==> config.mk <==
export PLATFORM = sky130hd
export DESIGN_NAME = dds_multi
export DESIGN_NICKNAME = d
export VERILOG_FILES = /design/src/rtl/dds_multi.sv
export SDC_FILE = /design/constraint.sdc
export NUM_CORES = 1
export LEC_CHECK = 0
export CAP_MARGIN = 25
export CORE_MARGIN = 2
export CORE_UTILIZATION = 50
export DETAILED_ROUTE_END_ITERATION = 8
export GPL_TIMING_DRIVEN = 0
export PLACE_DENSITY = 0.87
export RECOVER_POWER = 25
export SYNTH_ARGS = -nofsm -noshare
export SYNTH_HDL_FRONTEND = slang
export SYNTH_SLANG_ARGS = --single-unit
==> constraint.sdc <==
create_clock -name clk -period 3.9 [get_ports clk]
set_input_delay 0.39 -clock clk [delete_from_list [all_inputs] [get_ports clk]]
set_output_delay 0.39 -clock clk [all_outputs]
set_load 0.05 [all_outputs]
==> src/rtl/dds_multi.sv <==
// dds_multi: parametrised multi-mode direct digital synthesiser.
//
// A phase accumulator advances by freq_act every enabled cycle. A phase
// offset is added for output only, and the result is shaped into a ramp,
// square, triangle or pulse sample. New frequency words are taken through a
// valid/ready handshake and held pending until a phase wrap, a sync, or a
// stalled accumulator (freq_act == 0), so the output never glitches mid-period.
//
// Ports:
//   clk        in   clock
//   reset      in   synchronous active-high reset
//   en         in   1 = accumulate, 0 = hold phase
//   sync       in   zero the accumulator at the next edge (priority over en)
//   freq_in    in   [FREQ_W] offered frequency increment
//   freq_valid in   freq_in offered
//   freq_ready out  high when no word is pending; accepts freq_in
//   mode       in   [2] 00 ramp, 01 square, 10 triangle, 11 pulse
//   duty       in   [OUT_W] pulse threshold
//   phase_off  in   [ACC_W] output-only phase offset
//   wave_out   out  [OUT_W] registered waveform sample
//   square_out out  registered MSB of the offset phase
//   wrap       out  one-cycle pulse after an accumulator overflow
module dds_multi #(
    parameter int unsigned ACC_W  = 24,
    parameter int unsigned FREQ_W = 16,
    parameter int unsigned OUT_W  = 6
) (
    input  logic              clk,
    input  logic              reset,
    input  logic              en,
    input  logic              sync,
    input  logic [FREQ_W-1:0] freq_in,
    input  logic              freq_valid,
    output logic              freq_ready,
    input  logic [1:0]        mode,
    input  logic [OUT_W-1:0]  duty,
    input  logic [ACC_W-1:0]  phase_off,
    output logic [OUT_W-1:0]  wave_out,
    output logic              square_out,
    output logic              wrap
);

    localparam int unsigned PAD_W = ACC_W + 1 - FREQ_W;
    localparam int unsigned LOW_W = ACC_W - OUT_W - 1;

    typedef enum logic [1:0] {
        MODE_RAMP   = 2'b00,
        MODE_SQUARE = 2'b01,
        MODE_TRI    = 2'b10,
        MODE_PULSE  = 2'b11
    } mode_t;

    logic [ACC_W-1:0]  acc;
    logic [FREQ_W-1:0] freq_act;
    logic [FREQ_W-1:0] freq_pend;
    logic              pending;

    logic [ACC_W:0]    sum;
    logic              wrap_evt;
    logic              apply;
    logic              accept;

    // Only the top OUT_W+1 bits of the offset phase shape the waveform.
    logic [OUT_W:0]    idx_top;
    logic [LOW_W-1:0]  idx_unused;
    logic [OUT_W-1:0]  t_val;
    logic [OUT_W-1:0]  u_val;
    logic              idx_msb;
    logic [OUT_W-1:0]  wave_next;
    mode_t             mode_sel;

    assign sum      = {1'b0, acc} + {{PAD_W{1'b0}}, freq_act};
    assign wrap_evt = en & ~sync & sum[ACC_W];

    assign freq_ready = ~pending;
    assign accept     = freq_valid & ~pending;
    // A stalled accumulator never wraps, so it must apply its update directly.
    assign apply      = pending & (wrap_evt | sync | (freq_act == '0));

    assign {idx_top, idx_unused} = acc + phase_off;
    assign idx_msb  = idx_top[OUT_W];
    assign t_val    = idx_top[OUT_W:1];
    assign u_val    = idx_top[OUT_W-1:0];
    assign mode_sel = mode_t'(mode);

    always_comb begin
        wave_next = '0;
        case (mode_sel)
            MODE_RAMP:   wave_next = t_val;
            MODE_SQUARE: wave_next = idx_msb ? '1 : '0;
            MODE_TRI:    wave_next = idx_msb ? ~u_val : u_val;
            MODE_PULSE:  wave_next = (t_val < duty) ? '1 : '0;
            default:     wave_next = '0;
        endcase
    end

    always_ff @(posedge clk) begin
        if (reset) begin
            acc        <= '0;
            freq_act   <= '0;
            freq_pend  <= '0;
            pending    <= 1'b0;
            wave_out   <= '0;
            square_out <= 1'b0;
            wrap       <= 1'b0;
        end else begin
            if (sync) begin
                acc <= '0;
            end else if (en) begin
                acc <= sum[ACC_W-1:0];
            end

            wrap <= wrap_evt;

            // accept needs !pending and apply needs pending, so they never
            // fire on the same edge.
            if (apply) begin
                freq_act <= freq_pend;
                pending  <= 1'b0;
            end else if (accept) begin
                freq_pend <= freq_in;
                pending   <= 1'b1;
            end

            wave_out   <= wave_next;
            square_out <= idx_msb;
        end
    end

endmodule

==> impl_metrics.csv, run 1 <==
group,metric,value,unit
floorplanning,io_pins,62,
final_layout,syn_to_final_growth,28.2,%
grt,grtUsageTotal,0.251,
grt,grt_max_degree,15,
drt,vias_per_cell,6.01,
synthesis,syn-num-nets,625,
final_layout,final_common_cell,"nand2_1",
final_layout,fin_nets,707,
setup_path,cp-start-kind,"flip-flop",
clocking,cts_made_buffers,9,
sta,worst_pin_slew,0.665,ns
placed_design,globalplace.congestion,0.951,
final_layout,fin_cells,720,
setup_path,critPathCaptureType,"flip-flop",
floorplanning,die_w,96.9,um
sta,slew_violations,0,
sta,max_freq,250,MHz
synthesis,yosysSeqAreaShare,0.302,
floorplanning,row_count,33,
setup_path,cp_max_fo,4,
clocking,htree_num_levels,3,
drt,vias,4325,
floorplanning,die_area,9390,um2
final_layout,finalInstanceArea,5530,um2
synthesis,synth-main-ff-cell,"dfxtp_1",
synthesis,synthArstFlopShare,0,
power_and_ir_drop,p_total,1620,uW
grt,grt_overflow,0,
floorplanning,die_h,96.9,um
placed_design,post-dp-hpwl,8.57,mm
synthesis,ys.warnings.count,0,
clocking,clk_pin_slew,0.08,ns
floorplanning,initial_core_util,0.520,
grt,grt_pass1_vias,4202,
setup_path,worstPathArrival,4.26,ns
power_and_ir_drop,cellPowerDensity,293,nW/um2
setup_path,r2r_slack,-0.10,ns
final_layout,n_antenna_cell,0,
drt,ant_nets,0,
drt,drc_errors,0,
synthesis,syn_inst,528,
final_layout,layout_common_cells,"nand2_1, dfxtp_1, clkdlybuf4s50_1, a21oi_1, ha_1",
sta,setup_viol_count_final,5,
grt,antenna_found_initial,0,
hold_path,min_path_cells,2,
run_status,violations,"negative setup slack",
clocking,cts.sinks,65,
power_and_ir_drop,p_leak,0.00220,uW
final_layout,layout-drive-gt1-share,0.124,
run_status,outcome,"complete, but fails checks",
placed_design,placed_area,5050,um2
drt,drtIter0Drc,308,
drt,firstDrtPassIters,8,
synthesis,syn_area_per_cell,8.17,um2
setup_path,worst_r2r_path_depth,17,
drt,wl_per_cell,16.9,um
synthesis,syn-cell-area,4310,um2
synthesis,ys_ff_latch,65,
floorplanning,coreArea,8300,um2
job,cap_violations,0,
sta,rsz0062_at_grt,"true",
sta,setup_ws,-0.102,ns
synthesis,synth_edf_count,0,
placed_design,dp.cells,693,
clocking,cts-root-buf,"clkbuf_8",
sta,finClkSkew,0.00831,ns
hold_path,hold_path_class,"flip-flop to flip-flop",
clocking,cts_tree,"done",
sta,fin_crit,4.00,ns
placed_design,place_ws,-0.811,ns
clocking,clkLatencyLatePin,0.36,ns
setup_path,crit_type,"flip-flop to flip-flop",
power_and_ir_drop,vdd_drop_max,0.181,mV
synthesis,synth.distinct_cells,65,
sta,finalHoldViolCount,0,
placed_design,port_buffers,60,
drt,routed_wl,12.1,mm
clocking,cts_buffer_depth,2,
setup_path,cp_data_required_time,4.16,ns
sta,slew_headroom,0.555,
sta,fin_crit_sh,1.03,
grt,grt_pass1_wl,19.6,mm
==> cells by family (layout without fill, tap and decap cells) <==
logic type                 after synthesis  after routing  synth area share
muxes                                   26             26            0.0603
AOI/OAI and AO/OA                      137            137             0.220
DFF                                     65             65             0.302
buffers and inverters                   42            129            0.0374
xor gates and xnor gates                12             12            0.0276
adders and majority gates               44             44             0.129
and+or+nand+nor                        202            202             0.224
==> layer usage <==
| metal | routed length [um] | track usage |
|---|---|---|
| met5 | 0 | 0 |
| met4 | 405 | 0.116 |
| met3 | 968 | 0.0419 |
| met2 | 5680 | 0.412 |
| met1 | 5090 | 0.321 |
==> registers in the layout, indices dropped and copies added (netlist names) <==
signal	cells
square_out	1
pending	1
freq_pend	16
wave_out	6
wrap	1
freq_act	16
acc	24
==> worst paths after layout <==
check,to,from
worst max register to register,wave_out[2]$_SDFF_PP0_,acc[8]$_SDFFE_PP0P_
worst min-delay path,freq_pend[10]$_SDFFE_PP0P_,freq_pend[10]$_SDFFE_PP0P_
worst min register to register,freq_pend[10]$_SDFFE_PP0P_,freq_pend[10]$_SDFFE_PP0P_
worst max-delay path,wave_out[2]$_SDFF_PP0_,acc[8]$_SDFFE_PP0P_
==> cells in the mapped netlist (5+ instances only) <==
cell | count | share of area
clkbuf_1 | 18 | 0.016
a21oi_1 | 47 | 0.055
nand4_1 | 5 | 0.0073
xnor2_1 | 10 | 0.020
nor3_1 | 9 | 0.010
ha_1 | 43 | 0.12
nor2b_1 | 6 | 0.0087
nand3_1 | 13 | 0.015
o21a_1 | 8 | 0.014
or3_1 | 10 | 0.015
mux2i_1 | 26 | 0.060
o31ai_1 | 7 | 0.012
o21ai_0 | 10 | 0.012
dfxtp_1 | 65 | 0.30
nand2_1 | 97 | 0.084
nor4_1 | 6 | 0.0087
o21ai_1 | 6 | 0.0070
inv_1 | 20 | 0.017
nor2_1 | 31 | 0.027
a21o_1 | 14 | 0.024
==> where the power goes <==
part           total [uW]  internal [uW]  switching, uW
logic                 305            138            167
clock network         618            307            311
registers             700            685           14.3
==> area by class of cell <==
cell class | instances | area, um2
multi-input combinational | 421 | 3040
inverter | 22 | 82.6
timing repair buffer | 71 | 689
fill | 636 | 2770
clock buffer | 9 | 124
clock inverter | 7 | 83.8
sequential | 65 | 1310
tap | 105 | 131
buffer | 20 | 78.8
==> critical path: stages, from the launching register on <==
cell	delay (ns)
dfxtp_4	0.36
ha_4	0.22
a211oi_2	0.24
o21bai_2	0.13
a221oi_4	0.36
buf_4	0.19
a21oi_4	0.09
nor2_1	0.27
xnor2_1	0.21
ha_1	0.31
a21o_1	0.20
a211o_1	0.34
nor4b_2	0.24
mux2i_1	0.14
nand3_2	0.13
buf_4	0.13
o21ai_2	0.09
a311oi_2	0.27
==> what timing repair did <==
action	CTS	global route
endpoints found under the setup margin	6	6
hold buffers	0	0
pin swaps	22	20
resized for setup	26	19
setup buffers	8	3
==> metrics by stage <==
stage / setup TNS [ns] / hold WS [ns] / utilization
2_1_floorplan: 0 / 0.437 / -
3_3_place_gp: -3.46 / 0.446 / 0.608
3_5_place_dp: -4.24 / 0.449 / 0.608
4_1_cts: 0 / 0.462 / 0.652
5_1_grt: -1.22 / 0.481 / 0.667
6_report: -0.228 / 0.462 / 0.667
No activity file was read; power rests on OpenSTA's default activity.
==> run 2: changes to the inputs <==
- ABC_CLOCK_PERIOD_IN_PS: default -> 3900
- CORE_ASPECT_RATIO: default -> 1.75
==> impl_metrics.csv, run 2 (synthesis results as in run 1) <==
group,metric,value,unit
run_status,outcome,"complete, but fails checks",
run_status,violations,"negative setup slack",
clocking,cts_buffer_depth,2,
final_layout,largest_register_ffs,24,
final_layout,final_common_cell,"nand2_1",
clocking,cts.sinks,65,
grt,antenna_found_initial,0,
floorplanning,coreArea,8310,um2
sta,max_freq,249,MHz
power_and_ir_drop,power_frac_comb,0.171,
power_and_ir_drop,intPower,1250,uW
drt,vias,4316,
sta,setup_ws,-0.121,ns
power_and_ir_drop,power.switching,499,uW
clocking,clk_pin_slew,0.06,ns
final_layout,layout-drive-gt1-share,0.121,
setup_path,cp-start-kind,"primary input",
setup_path,critPathCaptureType,"flip-flop",
setup_path,crit_type,"primary input to flip-flop",
power_and_ir_drop,cellPowerDensity,311,nW/um2
drt,firstDrtPassIters,6,
power_and_ir_drop,p_clk_frac,0.428,
drt,wl_per_cell,17.2,um
drt,routed_wl,12.5,mm
final_layout,finalInstanceArea,5620,um2
drt,vias_per_cell,5.93,
drt,ant_nets,0,
placed_design,post-dp-hpwl,9.09,mm
sta,slew_violations,0,
final_layout,n_antenna_cell,0,
hold_path,hold_path_class,"flip-flop to flip-flop",
floorplanning,row_count,44,
floorplanning,die_area,9420,um2
floorplanning,die_w,74.2,um
floorplanning,initial_core_util,0.519,
final_layout,layout_common_cells,"nand2_1, dfxtp_1, clkdlybuf4s50_1, a21oi_1, ha_1",
clocking,cts_made_buffers,9,
sta,worst_pin_slew,0.948,ns
setup_path,cp_max_fo,4,
floorplanning,io_pins,62,
grt,grt_max_degree,13,
sta,fin_crit,4.02,ns
power_and_ir_drop,vdd_drop_max,0.309,mV
sta,finalHoldViolCount,0,
final_layout,utilization,0.676,
setup_path,critPathMaxStageDelay,0.52,ns
placed_design,dp.cells,703,
sta,slew_headroom,0.358,
clocking,postCtsHoldBufs,0,
final_layout,largest-register,"acc",
floorplanning,die_h,127,um
setup_path,cpMaxStageDelayCell,"clkdlybuf4s50_1",
setup_path,worstPathArrival,4.27,ns
placed_design,place_ws,-0.783,ns
grt,grt_pass1_wl,19.9,mm
clocking,cts-root-buf,"clkbuf_16",
setup_path,cp_cell_sequence,"clkdlybuf4s50_1, ha_4, o21a_1, a221oi_4, a21oi_2, nor2_2, mux2i_1, nand3_1, ha_1, a21o_1, a21o_1, a211o_1, nor4b_2, mux2i_1, nand3_2, a21oi_4, a311oi_2",
final_layout,fin_nets,705,
final_layout,reg.largest.list,"acc x24, freq_act x16, freq_pend x16",
clocking,clkLatencyLatePin,0.34,ns
grt,grt_pass1_vias,4406,
power_and_ir_drop,seqPwrFrac,0.401,
grt,grt_overflow,0,
placed_design,placed_area,5060,um2
sta,fin_crit_sh,1.03,
final_layout,syn_to_final_growth,30.3,%
sta,finClkSkew,0.00684,ns
grt,grtUsageTotal,0.271,
clocking,htree_num_levels,3,
drt,drtIter0Drc,201,
clocking,cts_tree,"done",
setup_path,cp_data_required_time,4.15,ns
placed_design,globalplace.congestion,0.976,
power_and_ir_drop,p_leak,0.00224,uW
final_layout,fin_cells,728,
placed_design,port_buffers,60,
sta,setup_viol_count_final,5,
job,cap_violations,0,
drt,drc_errors,0,
sta,rsz0062_at_grt,"true",
power_and_ir_drop,swShare,0.285,
## run 2: layout make-up
type                            instances  area [um2]
Multi-Input combinational cell        421        3060
Fill cell                             644        2690
Sequential cell                        65        1310
Timing Repair Buffer                   69         681
Clock buffer                           10         229
Tap cell                              115         144
Inverter                               22        82.6
Buffer                                 20        78.8
Clock inverter                          6        43.8
## run 2: per-layer routing
layer / vias up / GRT usage / routed length [um]
li1: 2073 / - / -
met1: 2020 / 0.270 / 4500
met2: 175 / 0.499 / 6840
met3: 48 / 0.0492 / 586
met4: 0 / 0.161 / 590
met5: - / 0 / 0
## run 2: per-stage QoR
stage	power [uW]	TNS, ns	hold WS [ns]
3_3_place_gp	978	-3.47	0.446
4_1_cts	1730	0	0.466
6_report	1750	-0.357	0.464
5_1_grt	1800	-1.86	0.491
2_1_floorplan	875	0	0.437
3_5_place_dp	987	-4.14	0.451
## run 2: what timing repair did
action / 4_1_cts / 5_1_grt
pin swaps: 13 / 28
setup buffers: 3 / 6
cloned: 0 / 0
gates resized for setup: 9 / 37
setup endpoints to repair: 6 / 6
## run 2: critical path: cells and delay by family
family	cells	cell delay (ns)
compound gates	8	1.67
fa+ha+maj	2	0.54
buf+inv	1	0.52
mux	2	0.38
simple gates	4	0.77
## run 2: power by group through the flow
stage / Clock [uW] / Combinational [uW] / Sequential (uW)
3_5_place_dp: 0 / 272 / 715
2_1_floorplan: 0 / 139 / 736
6_report: 750 / 299 / 702
3_3_place_gp: 0 / 264 / 715
4_1_cts: 749 / 279 / 702
5_1_grt: 778 / 320 / 704
## run 2: path summary, 6_finish.rpt
kind                            cells after the start                   endpoint  slack, ns                 startpoint
worst max-delay path                               17     wave_out[5]$_SDFF_PP0_      -0.12              phase_off[15]
worst min-delay path                                2  freq_pend[6]$_SDFFE_PP0P_       0.46  freq_pend[6]$_SDFFE_PP0P_
worst max register to register                     17     wave_out[5]$_SDFF_PP0_      -0.12       acc[12]$_SDFFE_PP0P_
worst min register to register                      2  freq_pend[6]$_SDFFE_PP0P_       0.46  freq_pend[6]$_SDFFE_PP0P_
==> run 3: changes to the inputs <==
==> constraint.sdc (replaced) <==
create_clock -name clk -period 3.9 [get_ports clk]
set_input_delay 0.39 -clock clk [delete_from_list [all_inputs] [get_ports clk]]
set_output_delay 0.39 -clock clk [all_outputs]
set_load 0.1 [all_outputs]
==> impl_metrics.csv, run 3 (synthesis results as in run 1) <==
group,metric,value,unit
run_status,outcome,"complete, but fails checks",
run_status,violations,"negative setup slack",
final_layout,fin_nets,705,
drt,routed_wl,12.5,mm
placed_design,globalplace.congestion,0.976,
clocking,clk_pin_slew,0.06,ns
final_layout,final_common_cell,"nand2_1",
final_layout,layout_common_cells,"nand2_1, dfxtp_1, clkdlybuf4s50_1, a21oi_1, ha_1",
placed_design,port_buffers,60,
final_layout,n_antenna_cell,0,
sta,fin_crit_sh,1.03,
floorplanning,row_count,44,
floorplanning,die_area,9420,um2
final_layout,largest_register_ffs,24,
power_and_ir_drop,p_leak,0.00223,uW
floorplanning,die_h,127,um
hold_path,hold_path_class,"flip-flop to flip-flop",
clocking,htree_num_levels,3,
placed_design,post-dp-hpwl,9.09,mm
sta,holdWs,0.464,ns
setup_path,reg2reg_from,"acc[12]$_SDFFE_PP0P_",
final_layout,syn_to_final_growth,30.3,%
sta,rsz0062_at_grt,"true",
setup_path,crit_type,"primary input to flip-flop",
sta,slew_headroom,0.347,
setup_path,cp-start-kind,"primary input",
sta,worst_pin_slew,0.976,ns
clocking,cts.sinks,65,
clocking,cts_buffer_depth,2,
floorplanning,initial_core_util,0.519,
drt,vias,4301,
final_layout,reg.largest.list,"acc x24, freq_act x16, freq_pend x16",
grt,grt_overflow,0,
grt,grtUsageTotal,0.271,
job,cap_violations,0,
setup_path,worst_r2r_path_depth,17,
floorplanning,coreArea,8310,um2
clocking,clkLatencyLatePin,0.34,ns
clocking,cts_made_buffers,9,
drt,ant_nets,0,
setup_path,cp_data_required_time,4.15,ns
clocking,cts-root-buf,"clkbuf_16",
hold_path,worst_hold_startpoint,"freq_pend[6]$_SDFFE_PP0P_",
grt,grt_pass1_wl,19.9,mm
setup_path,worstPathArrival,4.28,ns
setup_path,critPathCaptureType,"flip-flop",
final_layout,layout-drive-gt1-share,0.121,
drt,drc_errors,0,
sta,tns,-0.395,ns
sta,finalHoldViolCount,0,
grt,antenna_found_initial,0,
drt,vias_per_cell,5.91,
sta,setup_viol_count_final,6,
drt,drtIter0Drc,201,
setup_path,cp_max_fo,4,
sta,slew_violations,0,
placed_design,place_ws,-0.783,ns
grt,grt_pass1_vias,4406,
power_and_ir_drop,cellPowerDensity,317,nW/um2
setup_path,startpoint,"phase_off[2]",
sta,max_freq,248,MHz
drt,wl_per_cell,17.2,um
floorplanning,io_pins,62,
drt,firstDrtPassIters,5,
sta,setup_ws,-0.128,ns
sta,finClkSkew,0.00596,ns
hold_path,min_path_cells,2,
grt,grt_max_degree,13,
clocking,cts_tree,"done",
sta,fin_crit,4.03,ns
power_and_ir_drop,vdd_drop_max,0.343,mV
final_layout,largest-register,"acc",
floorplanning,die_w,74.2,um
-- run 3: changes by cell type in the layout (fill, tap and decap cells not counted) --
cell,previous run,this run
buf_1,1,0
clkdlybuf4s50_1,52,53
clkbuf_1,19,20
dlygate4sd3_1,3,2
-- run 3: through the flow --
stage | std cells | area, um2 | util | total power [uW]
after CTS | 722 | 5380 | 0.647 | 1760
after global routing | 728 | 5620 | 0.676 | 1830
final | 728 | 5620 | 0.676 | 1780
after floorplan | 528 | 4310 | - | 905
after detailed placement | 703 | 5060 | 0.609 | 1020
after global placement | 703 | 5060 | 0.609 | 1010
-- run 3: final timing paths --
check | slack, ns | to
worst max-delay path | -0.13 | wave_out[5]$_SDFF_PP0_
worst max register to register | -0.12 | wave_out[5]$_SDFF_PP0_
worst min register to register | 0.46 | freq_pend[6]$_SDFFE_PP0P_
worst min-delay path | 0.46 | freq_pend[6]$_SDFFE_PP0P_
-- run 3: area by class of cell --
class	count	area, um2
tap	115	144
fill	644	2690
timing repair buffer	69	681
sequential	65	1310
inverter	22	82.6
clock buffer	10	229
multi-input combinational	421	3060
buffer	20	78.8
clock inverter	6	43.8
-- run 3: routing by layer --
layer / wire length (um) / vias to the layer above / part of all wire / global-route usage
met5: 0 / - / 0 / 0
met1: 4550 / 2033 / 0.36 / 0.270
met3: 525 / 44 / 0.042 / 0.0492
met2: 6860 / 152 / 0.55 / 0.499
met4: 558 / 0 / 0.045 / 0.161
li1: - / 2072 / - / -
-- run 3: power by group --
part | switching [uW] | internal, uW
Clock | 318 | 432
Sequential | 15.2 | 687
Combinational | 195 | 134
-- run 3: critical path: stages --
cell             delay (ns)
clkdlybuf4s50_1        0.40
ha_1                   0.33
a21oi_2                0.17
a21oi_2                0.10
o211ai_4               0.27
a21oi_2                0.11
nor2_2                 0.18
mux2i_1                0.25
nand3_1                0.10
ha_1                   0.32
a21o_1                 0.19
a21o_1                 0.15
a211o_1                0.32
nor4b_2                0.29
mux2i_1                0.13
nand3_2                0.20
a21oi_4                0.10
a311oi_2               0.27
-- run 3: what timing repair did --
action / 4_1_cts / 5_1_grt
hold buffers: 0 / 0
pin swaps: 13 / 28
gates resized for setup: 9 / 37
endpoints found under the hold margin: 0 / 0
setup endpoints to repair: 6 / 6
buffers inserted: 3 / 6
